==> config.mk <==
export PLATFORM = sky130hd
export DESIGN_NAME = multi_edge_detector
export DESIGN_NICKNAME = d
export VERILOG_FILES = /design/src/rtl/multi_edge_detector.sv
export SDC_FILE = /design/constraint.sdc
export NUM_CORES = 1
export LEC_CHECK = 0
export CORE_MARGIN = 2
export CORE_UTILIZATION = 40
export CTS_CLUSTER_DIAMETER = 30
export DETAILED_ROUTE_END_ITERATION = 10
export PLACE_DENSITY = 0.74
export SLEW_MARGIN = 40
export SYNTH_ARGS = -nofsm -noshare
export SYNTH_HDL_FRONTEND = slang
export SYNTH_SLANG_ARGS = --single-unit
export TNS_END_PERCENT = 50
==> constraint.sdc <==
create_clock -name clk -period 5.8 [get_ports clk]
set_input_delay 0.87 -clock clk [delete_from_list [all_inputs] [get_ports clk]]
set_output_delay 0.87 -clock clk [all_outputs]
set_load 0.01 [all_outputs]
==> src/rtl/multi_edge_detector.sv <==
// Multi-channel input conditioner: per channel a synchroniser, debounce filter,
// mode-gated rise/fall pulses, sticky event flag and saturating edge counter.
module multi_edge_detector #(
   parameter int unsigned CHANNELS    = 8,
   parameter int unsigned SYNC_STAGES = 2,
   parameter int unsigned DEBOUNCE    = 4,
   parameter int unsigned CNT_W       = 8
) (
   input  logic                      clk,
   input  logic                      reset,
   input  logic [CHANNELS-1:0]       d_in,
   input  logic [2*CHANNELS-1:0]     mode,
   input  logic [CHANNELS-1:0]       flag_clr,
   input  logic [CHANNELS-1:0]       cnt_clr,
   output logic [CHANNELS-1:0]       rising_edge,
   output logic [CHANNELS-1:0]       falling_edge,
   output logic [CHANNELS-1:0]       event_flag,
   output logic [CHANNELS*CNT_W-1:0] edge_count,
   output logic                      irq
);

   localparam int unsigned         DCNT_W   = (DEBOUNCE > 1) ? $clog2(DEBOUNCE) : 1;
   localparam logic [DCNT_W-1:0]   DCNT_MAX = DCNT_W'(DEBOUNCE - 1);
   localparam logic [CNT_W-1:0]    CNT_SAT  = '1;

   for (genvar c = 0; c < CHANNELS; c++) begin : g_ch
      logic [SYNC_STAGES-1:0] sync_q, sync_d;
      logic                   filt_q, filt_d;
      logic [DCNT_W-1:0]      dcnt_q, dcnt_d;
      logic                   rise_q, rise_d;
      logic                   fall_q, fall_d;
      logic                   flag_q, flag_d;
      logic [CNT_W-1:0]       cnt_q, cnt_d;
      logic                   sync_s;
      logic                   accept;
      logic                   pulse;

      assign sync_s = sync_q[SYNC_STAGES-1];
      assign pulse  = rise_q | fall_q;

      // Synchroniser shift and debounce: a new level must hold DEBOUNCE cycles.
      always_comb begin
         sync_d = {sync_q[SYNC_STAGES-2:0], d_in[c]};
         filt_d = filt_q;
         dcnt_d = dcnt_q;
         accept = 1'b0;
         if (sync_s == filt_q) begin
            dcnt_d = '0;
         end else if (dcnt_q == DCNT_MAX) begin
            filt_d = sync_s;
            dcnt_d = '0;
            accept = 1'b1;
         end else begin
            dcnt_d = dcnt_q + DCNT_W'(1);
         end
      end

      // Mode is sampled only at the accept, so filt tracks the input even when off.
      always_comb begin
         rise_d = accept &  sync_s & mode[2*c];
         fall_d = accept & ~sync_s & mode[2*c+1];
      end

      // Flag and counter react to the visible pulse; a coincident set/increment beats clear.
      always_comb begin
         flag_d = pulse | (flag_q & ~flag_clr[c]);
         cnt_d  = cnt_q;
         if (cnt_clr[c]) begin
            cnt_d = pulse ? CNT_W'(1) : '0;
         end else if (pulse && (cnt_q != CNT_SAT)) begin
            cnt_d = cnt_q + CNT_W'(1);
         end
      end

      always_ff @(posedge clk or posedge reset) begin
         if (reset) begin
            sync_q <= '0;
            filt_q <= 1'b0;
            dcnt_q <= '0;
            rise_q <= 1'b0;
            fall_q <= 1'b0;
            flag_q <= 1'b0;
            cnt_q  <= '0;
         end else begin
            sync_q <= sync_d;
            filt_q <= filt_d;
            dcnt_q <= dcnt_d;
            rise_q <= rise_d;
            fall_q <= fall_d;
            flag_q <= flag_d;
            cnt_q  <= cnt_d;
         end
      end

      assign rising_edge[c]                = rise_q;
      assign falling_edge[c]               = fall_q;
      assign event_flag[c]                 = flag_q;
      assign edge_count[c*CNT_W +: CNT_W]  = cnt_q;
   end

   assign irq = |event_flag;

endmodule

After elaboration in Yosys (flattened, before gate mapping)

Cells that the tools add are included.
Widths: inputs -> output; s select.

Flip-flop bits (word level): 128
Input port bits: 42
Output and inout bits: 89
Logic and storage cells: 257

$add $sub $neg: 16
Eq/ne operators: 24
Mux-type cells: 56
Bitwise operators: 80
Reductions and logical operators: 25

Operator list:

| operator            | number |
|---|---|
| $mux 8              | 16 |
| $add 8x1->8 const B | 8 |
| $ne 8x8->1 const B  | 8 |
| $and 1x1->1         | 40 |
| $mux 2              | 16 |
| $mux 1              | 24 |
| $not 1->1           | 24 |
| $add 2x1->2 const B | 8 |
| $eq 2x2->1 const B  | 8 |
| $or 1x1->1          | 16 |
| $reduce_and 2->1    | 8 |
| $reduce_bool 2->1   | 8 |
| $eq 1x1->1          | 8 |
| $logic_and 1x1->1   | 8 |
| $reduce_or 8->1     | 1 |

Depth between registers and ports, before layout

Gate-level depths: netlist (run 1).

Word-level depth: 5
Gate-level depth with buffers: 5
Gate-level depth less buffers: 5

Worst setup path after synthesis (run 1)

OpenSTA, ideal clock, no wires.

Path kind: register -> output
Start point: reg g_ch[5].flag_q
End point: out irq
Arrival time: 0.744 ns
Required time: 4.930 ns
Setup slack: 4.186 ns
Cell stages (with the launch flop): 3
Buffers on the path: 0
Cell sequence: dfrtp_1 nor4_1 nand2_1

Word-level cells in the longest chain between the ends: 1

RTL lines:

| element                | RTL line | RTL |
|---|---|---|
| from (decl)            | 32       | `logic flag_q, flag_d;` |
| from (signal assigned) | 90       | `flag_q <= flag_d;` |
| $reduce_or 8->1        | 101      | `assign irq = \|event_flag;` |
| to (decl)              | 19       | `output logic irq` |

No other way between the ends.

Final worst setup path (run 1)

Start point: reg g_ch[1].flag_q
End point: out irq

Word-level cells in the longest chain between the ends: 1

RTL lines:

| element                | RTL line |
|---|---|
| from (decl)            | 32 |
| from (signal assigned) | 90 |
| $reduce_or 8->1        | 101 |

No other way between the ends.

==> flow_summary.ini, run 1 <==
[status]
status = complete, no violations

[clocking]
cts_sinks = 128
clkSlewWorstSetupHoldPaths_ps = 50
cts_resized = 0
cts_tree = built
ctsHtreeMaxLevel = 4
holdBufCountCts = 0
insertion_delay_ps = 410
cts-root-buf = clkbuf_16
cts_setup_buffers = 0
cts_buffer_depth = 2
cts_buffers = 17

[timing]
finalCritPeriodShare = 0.4676
drv_slew = 0
period_minus_slack_ps = 2712
fin_setup_tns_ps = 0
clock_skew_ps = 5.301
max_slew_margin = 0.5261
rsz0062_at_grt = no
worstMarginPinSlew_ps = 710.8
fmax_mhz = 368.7
hold_viol = 0
setup_viol = 0

[synth]
ys_seq_area_frac = 0.5416
synthCells = 538
avgSynthCellArea_sq_um = 10.99
synth_area_sq_um = 5914
yosysMostFrequentCell = dfrtp_1
yosysWarnings = 0
post_synth_main_area_contributors = dfrtp_1, nor2_1, ha_1, buf_4, and4b_1
synth-main-ff-cell = dfrtp_1
synth_seq_cells = 128
ys_types = 54
synthDominantCellAreaShare = 0.5416
synthesis.nets = 596
synth_edf_count = 0
yosys.area.top_type = dfrtp_1
ys_async_sr_fraction = 1.000
ys_top_cells_by_count = dfrtp_1, nor2_1, buf_4, nor3_1, o21ai_0

[final_layout]
layout.area.seq_sq_um = 3203
area_growth_pct = 33.04
drive_above_1_share = 0.07335
final_nets = 713
finish.instance_area_sq_um = 7869
multi_input_area_sq_um = 2421
antenna_cells = 0
fillers = 1219

[grt]
grt_pass1_vias = 4563
grt_util_all_layers = 0.1734
grt_max_degree = 71
grt_pass1_wl_mm = 22.29
antenna_found_initial = 0
grt-ovfl-total = 0

[floorplanning]
die_w_um = 125.6
rows = 44
core_sq_um = 14480
num_io_pins = 131
start_util = 0.4085
dieArea_sq_um = 15770
dieHeight_um = 125.6

[drt]
drt-total-wl_mm = 13.10
wl_per_cell_um = 15.38
wirelength_met1_mm = 5.642
postRouteAntennaNets = 0
route.top_layer_used = met4
drt-pass1-iter-count = 4
wl_met2_mm = 6.367
remaining_drc_errors = 0
first_iter_violations = 294
vias = 4623
vias_per_cell = 5.426
wl_met3_um = 942

[hold_path]
hold_class = flop to flop
hold_path_depth = 0

[power]
vdd_ir_drop_max_mv = 0.2366
p_per_area_nw_per_um2 = 318.8
p_leak_nw = 3.499

[placement]
place_hpwl_mm = 9.263
portBuffers = 130
dpl-instance-area_sq_um = 7237
place_congestion = 0.8749

[setup_path]
reg2reg_depth = 5
worstPathMaxFanout = 3
arrival_ps = 1840
crit_type = flop to primary output
cp_data_required_time_ps = 4930
critPathCaptureType = primary output
cp-start-kind = flop

[run]
cap_violations = 0
layout make-up:
type,instances,area share
timing repair buffer,132,0.1678
clock buffer,22,0.06026
clock inverter,10,0.02003
tap,184,0.02926
multi-input combinational,360,0.3077
inverter,16,0.007950
sequential,128,0.4071
power breakdown:
group	leakage (nW)	switching (mW)	internal (mW)
sequential	1.72	0.0780	0.994
clock	0.302	0.366	0.751
combinational	1.48	0.137	0.183
total	3.50	0.581	1.93
per-stage QoR:
step | hold WS (ps) | power [mW] | setup WS [ps] | utilization | cells
after CTS | 348.4 | 2.544 | 2963 | 0.5435 | 852
after global placement | 332.6 | 1.391 | 3442 | 0.4996 | 820
after floorplan | 331.2 | 1.282 | 1517 | - | 538
after detailed placement | 335.8 | 1.410 | 3400 | 0.4998 | 820
final | 348.5 | 2.509 | 3088 | 0.5435 | 852
after global routing | 354.0 | 2.635 | 2929 | 0.5435 | 852
placed cells by master, fill, tap and decap left out, types with 9 or more instances in the layout:
cell type / n
nand4_1: 9
nand3_1: 21
xnor2_1: 12
nor3_1: 25
a211oi_1: 11
mux2i_1: 14
and4b_1: 17
a31oi_1: 16
clkdlybuf4s50_1: 130
mux2_2: 9
o21ai_0: 23
dfrtp_1: 128
ha_1: 16
nor2b_1: 12
nor2_1: 65
clkbuf_16: 17
inv_1: 15
nand2_1: 15
a21oi_1: 10
path summary, 6_finish.rpt:
path	startpoint	endpoint	slack [ps]
min reg2reg	g_ch[2].sync_q[0]$_DFF_PP0_	g_ch[2].sync_q[1]$_DFF_PP0_	350
max in group asynchronous	reset	g_ch[3].cnt_q[1]$_DFFE_PP0P_	4280
max reg2reg	g_ch[5].cnt_q[0]$_DFFE_PP0P_	g_ch[5].cnt_q[1]$_DFFE_PP0P_	4150
min in group asynchronous	reset	g_ch[5].rise_q$_DFF_PP0_	990
max	g_ch[1].flag_q$_DFF_PP0_	irq	3090
min	g_ch[2].sync_q[0]$_DFF_PP0_	g_ch[2].sync_q[1]$_DFF_PP0_	350
worst max-delay path, stage by stage (launching register included):
cell             delay (ps)
dfrtp_1                 390
nor4_1                  430
nand2_1                  80
clkdlybuf4s50_1         530
registers in the layout, indices dropped and copies added (netlist names):
name,flops
g_ch.dcnt_q,16
g_ch.flag_q,8
g_ch.filt_q,8
g_ch.fall_q,8
g_ch.cnt_q,64
g_ch.sync_q,16
g_ch.rise_q,8
per-layer routing:
layer,vias up,global-route usage
met5,-,0
met4,0,0.06078
met3,14,0.06162
met2,134,0.2738
met1,2283,0.2220
li1,2192,-
logic make-up after synthesis:
| logic type | count (synthesis) | share of synthesized area |
|---|---|---|
| XOR/XNOR | 20 | 0.02962 |
| adder cells (fa/ha/maj) | 16 | 0.03385 |
| AND/OR/NAND/NOR | 198 | 0.1834 |
| multiplexers | 24 | 0.04337 |
| flip-flops | 128 | 0.5416 |
| buffers and inverters | 50 | 0.04908 |
| AO/OA/AOI/OAI | 102 | 0.1191 |
Power figures use the tool's default switching activity.
==> run 2: changes to the inputs <==
==> constraint.sdc (replaced) <==
create_clock -name clk -period 2.6 [get_ports clk]
set_input_delay 0.39 -clock clk [delete_from_list [all_inputs] [get_ports clk]]
set_output_delay 0.39 -clock clk [all_outputs]
set_load 0.01 [all_outputs]
==> run 2 against run 1 <==
  * Worst hold slack got worse by 2.5 ps
  * Count of clock-buffer cells in the layout decreased by 3
  * Largest cell class unchanged
  * Worst setup slack got worse by 2800 ps
  * Via count decreased by 0.45%
==> flow_summary.ini, run 2 (same netlist as run 1, synthesis figures left out) <==
[setup_path]
worstPathMaxFanout = 3
cp-start-kind = flop
crit_type = flop to primary output
arrival_ps = 1880
r2r-start = g_ch[3].cnt_q[0]$_DFFE_PP0P_
cp_data_required_time_ps = 2210
reg2reg_depth = 5
timing.rr.end = g_ch[3].cnt_q[0]$_DFFE_PP0P_
slowest_delay_ps = 520
path_cells = nor4_1, nand2_1, clkdlybuf4s50_1
cpMaxStageDelayCell = clkdlybuf4s50_1
critPathCaptureType = primary output
reg2reg_slack_ps = 980

[timing]
worstMarginPinSlew_ps = 464.3
whs_ps = 346.0
fmax_mhz = 441.0
hold_viol = 0
setup_viol = 0
drv_slew = 0
max_slew_margin = 0.6876
rsz0062_at_grt = no
finalCritPeriodShare = 0.8722
fin_setup_tns_ps = 0
clock_skew_ps = 5.998
period_minus_slack_ps = 2268

[placement]
dpl-instance-area_sq_um = 7259
portBuffers = 130
place_hpwl_mm = 9.324
place_congestion = 0.8660

[final_layout]
area_growth_pct = 34.80
top_regs = g_ch.cnt_q x64, g_ch.dcnt_q x16, g_ch.sync_q x16
drive_above_1_share = 0.07635
final_nets = 713
largest_reg_flops = 64
final_common_cell = clkdlybuf4s50_1
utilization = 0.5506
finish.instance_area_sq_um = 7973
top_register = g_ch.cnt_q
final_cell_mix = clkdlybuf4s50_1, dfrtp_1, nor2_1

[hold_path]
hold_class = flop to flop
hold_end = g_ch[6].sync_q[1]$_DFF_PP0_
hp-start = g_ch[6].sync_q[0]$_DFF_PP0_
hold_path_depth = 0

[clocking]
insertion_delay_ps = 410
cts_setup_buffers = 0
cts_tree = built
cts_buffer_depth = 2
cts_sinks = 128
ctsHtreeMaxLevel = 4
cts_resized = 0
clkSlewWorstSetupHoldPaths_ps = 60
holdBufCountCts = 0
cts-root-buf = clkbuf_16
cts_buffers = 17

[grt]
grt_pass1_vias = 4527
grt_util_all_layers = 0.1752
grt_pass1_wl_mm = 22.21
grt-ovfl-total = 0
antenna_found_initial = 1
grt_max_degree = 72

[power]
internal_power_mw = 4.582
power_mw = 5.959
power_frac_comb = 0.123
power_switching_mw = 1.376
p_per_area_nw_per_um2 = 747.4
vdd_ir_drop_max_mv = 0.5918
p_leak_nw = 3.544
seqPwrFrac = 0.402
switching_share = 0.2310
pwr-share-clk = 0.475

[drt]
vias = 4602
wl_per_cell_um = 15.48
drt-pass1-iter-count = 5
vias_per_cell = 5.395
first_iter_violations = 243
drt-total-wl_mm = 13.20
remaining_drc_errors = 0
postRouteAntennaNets = 0

[floorplanning]
die_w_um = 125.6
core_sq_um = 14480
rows = 44
start_util = 0.4085
dieHeight_um = 125.6
num_io_pins = 131
dieArea_sq_um = 15770

[status]
status = complete, no violations

[run]
cap_violations = 0
run 2: worst max path at each step:
stage,end,from,slack [ps],cells after the start
after floorplan,g_ch[0].cnt_q[0]$_DFFE_PP0P_,reset,630,1
after global routing,irq,g_ch[1].flag_q$_DFF_PP0_,240,3
after detailed placement,irq,g_ch[1].flag_q$_DFF_PP0_,700,3
after CTS,irq,g_ch[1].flag_q$_DFF_PP0_,250,3
after global placement,irq,g_ch[1].flag_q$_DFF_PP0_,720,3
final,irq,g_ch[1].flag_q$_DFF_PP0_,330,3
run 2: per-layer routing:
layer,vias up,share of wire,global-route usage
met3,18,0.075,0.06376
li1,2189,-,-
met1,2246,0.43,0.2185
met5,-,0,0
met4,0,0.015,0.06993
met2,149,0.48,0.2776
run 2: layout make-up:
cell class / count / area, sq um
Timing Repair Buffer: 132 / 1341
Fill cell: 1230 / 6506
Inverter: 16 / 63.81
Antenna cell: 1 / 2.502
Multi-Input combinational cell: 360 / 2421
Clock inverter: 13 / 257.7
Clock buffer: 19 / 452.9
Sequential cell: 128 / 3203
Tap cell: 184 / 230.2
run 2: per-stage QoR:
stage	cells	setup slack [ps]
CTS	852	248.6
global route	852	243.3
finish	853	332.4
floorplan	538	628.8
global placement	820	724.6
detailed placement	820	695.4
run 2: critical path: cells and delay by family (launching register included):
family / cells / cell delay [ps]
buffers and inverters: 1 / 520
AND/OR/NAND/NOR: 2 / 550
flip-flops: 1 / 390
run 2: power groups by stage:
| stage | Sequential, mW | Combinational (mW) | Clock (mW) |
|---|---|---|---|
| after floorplan | 2.39 | 0.469 | 0 |
| after global placement | 2.40 | 0.699 | 0 |
| after detailed placement | 2.43 | 0.734 | 0 |
| after CTS | 2.40 | 0.752 | 2.89 |
| after global routing | 2.43 | 0.820 | 2.99 |
| final | 2.40 | 0.732 | 2.83 |
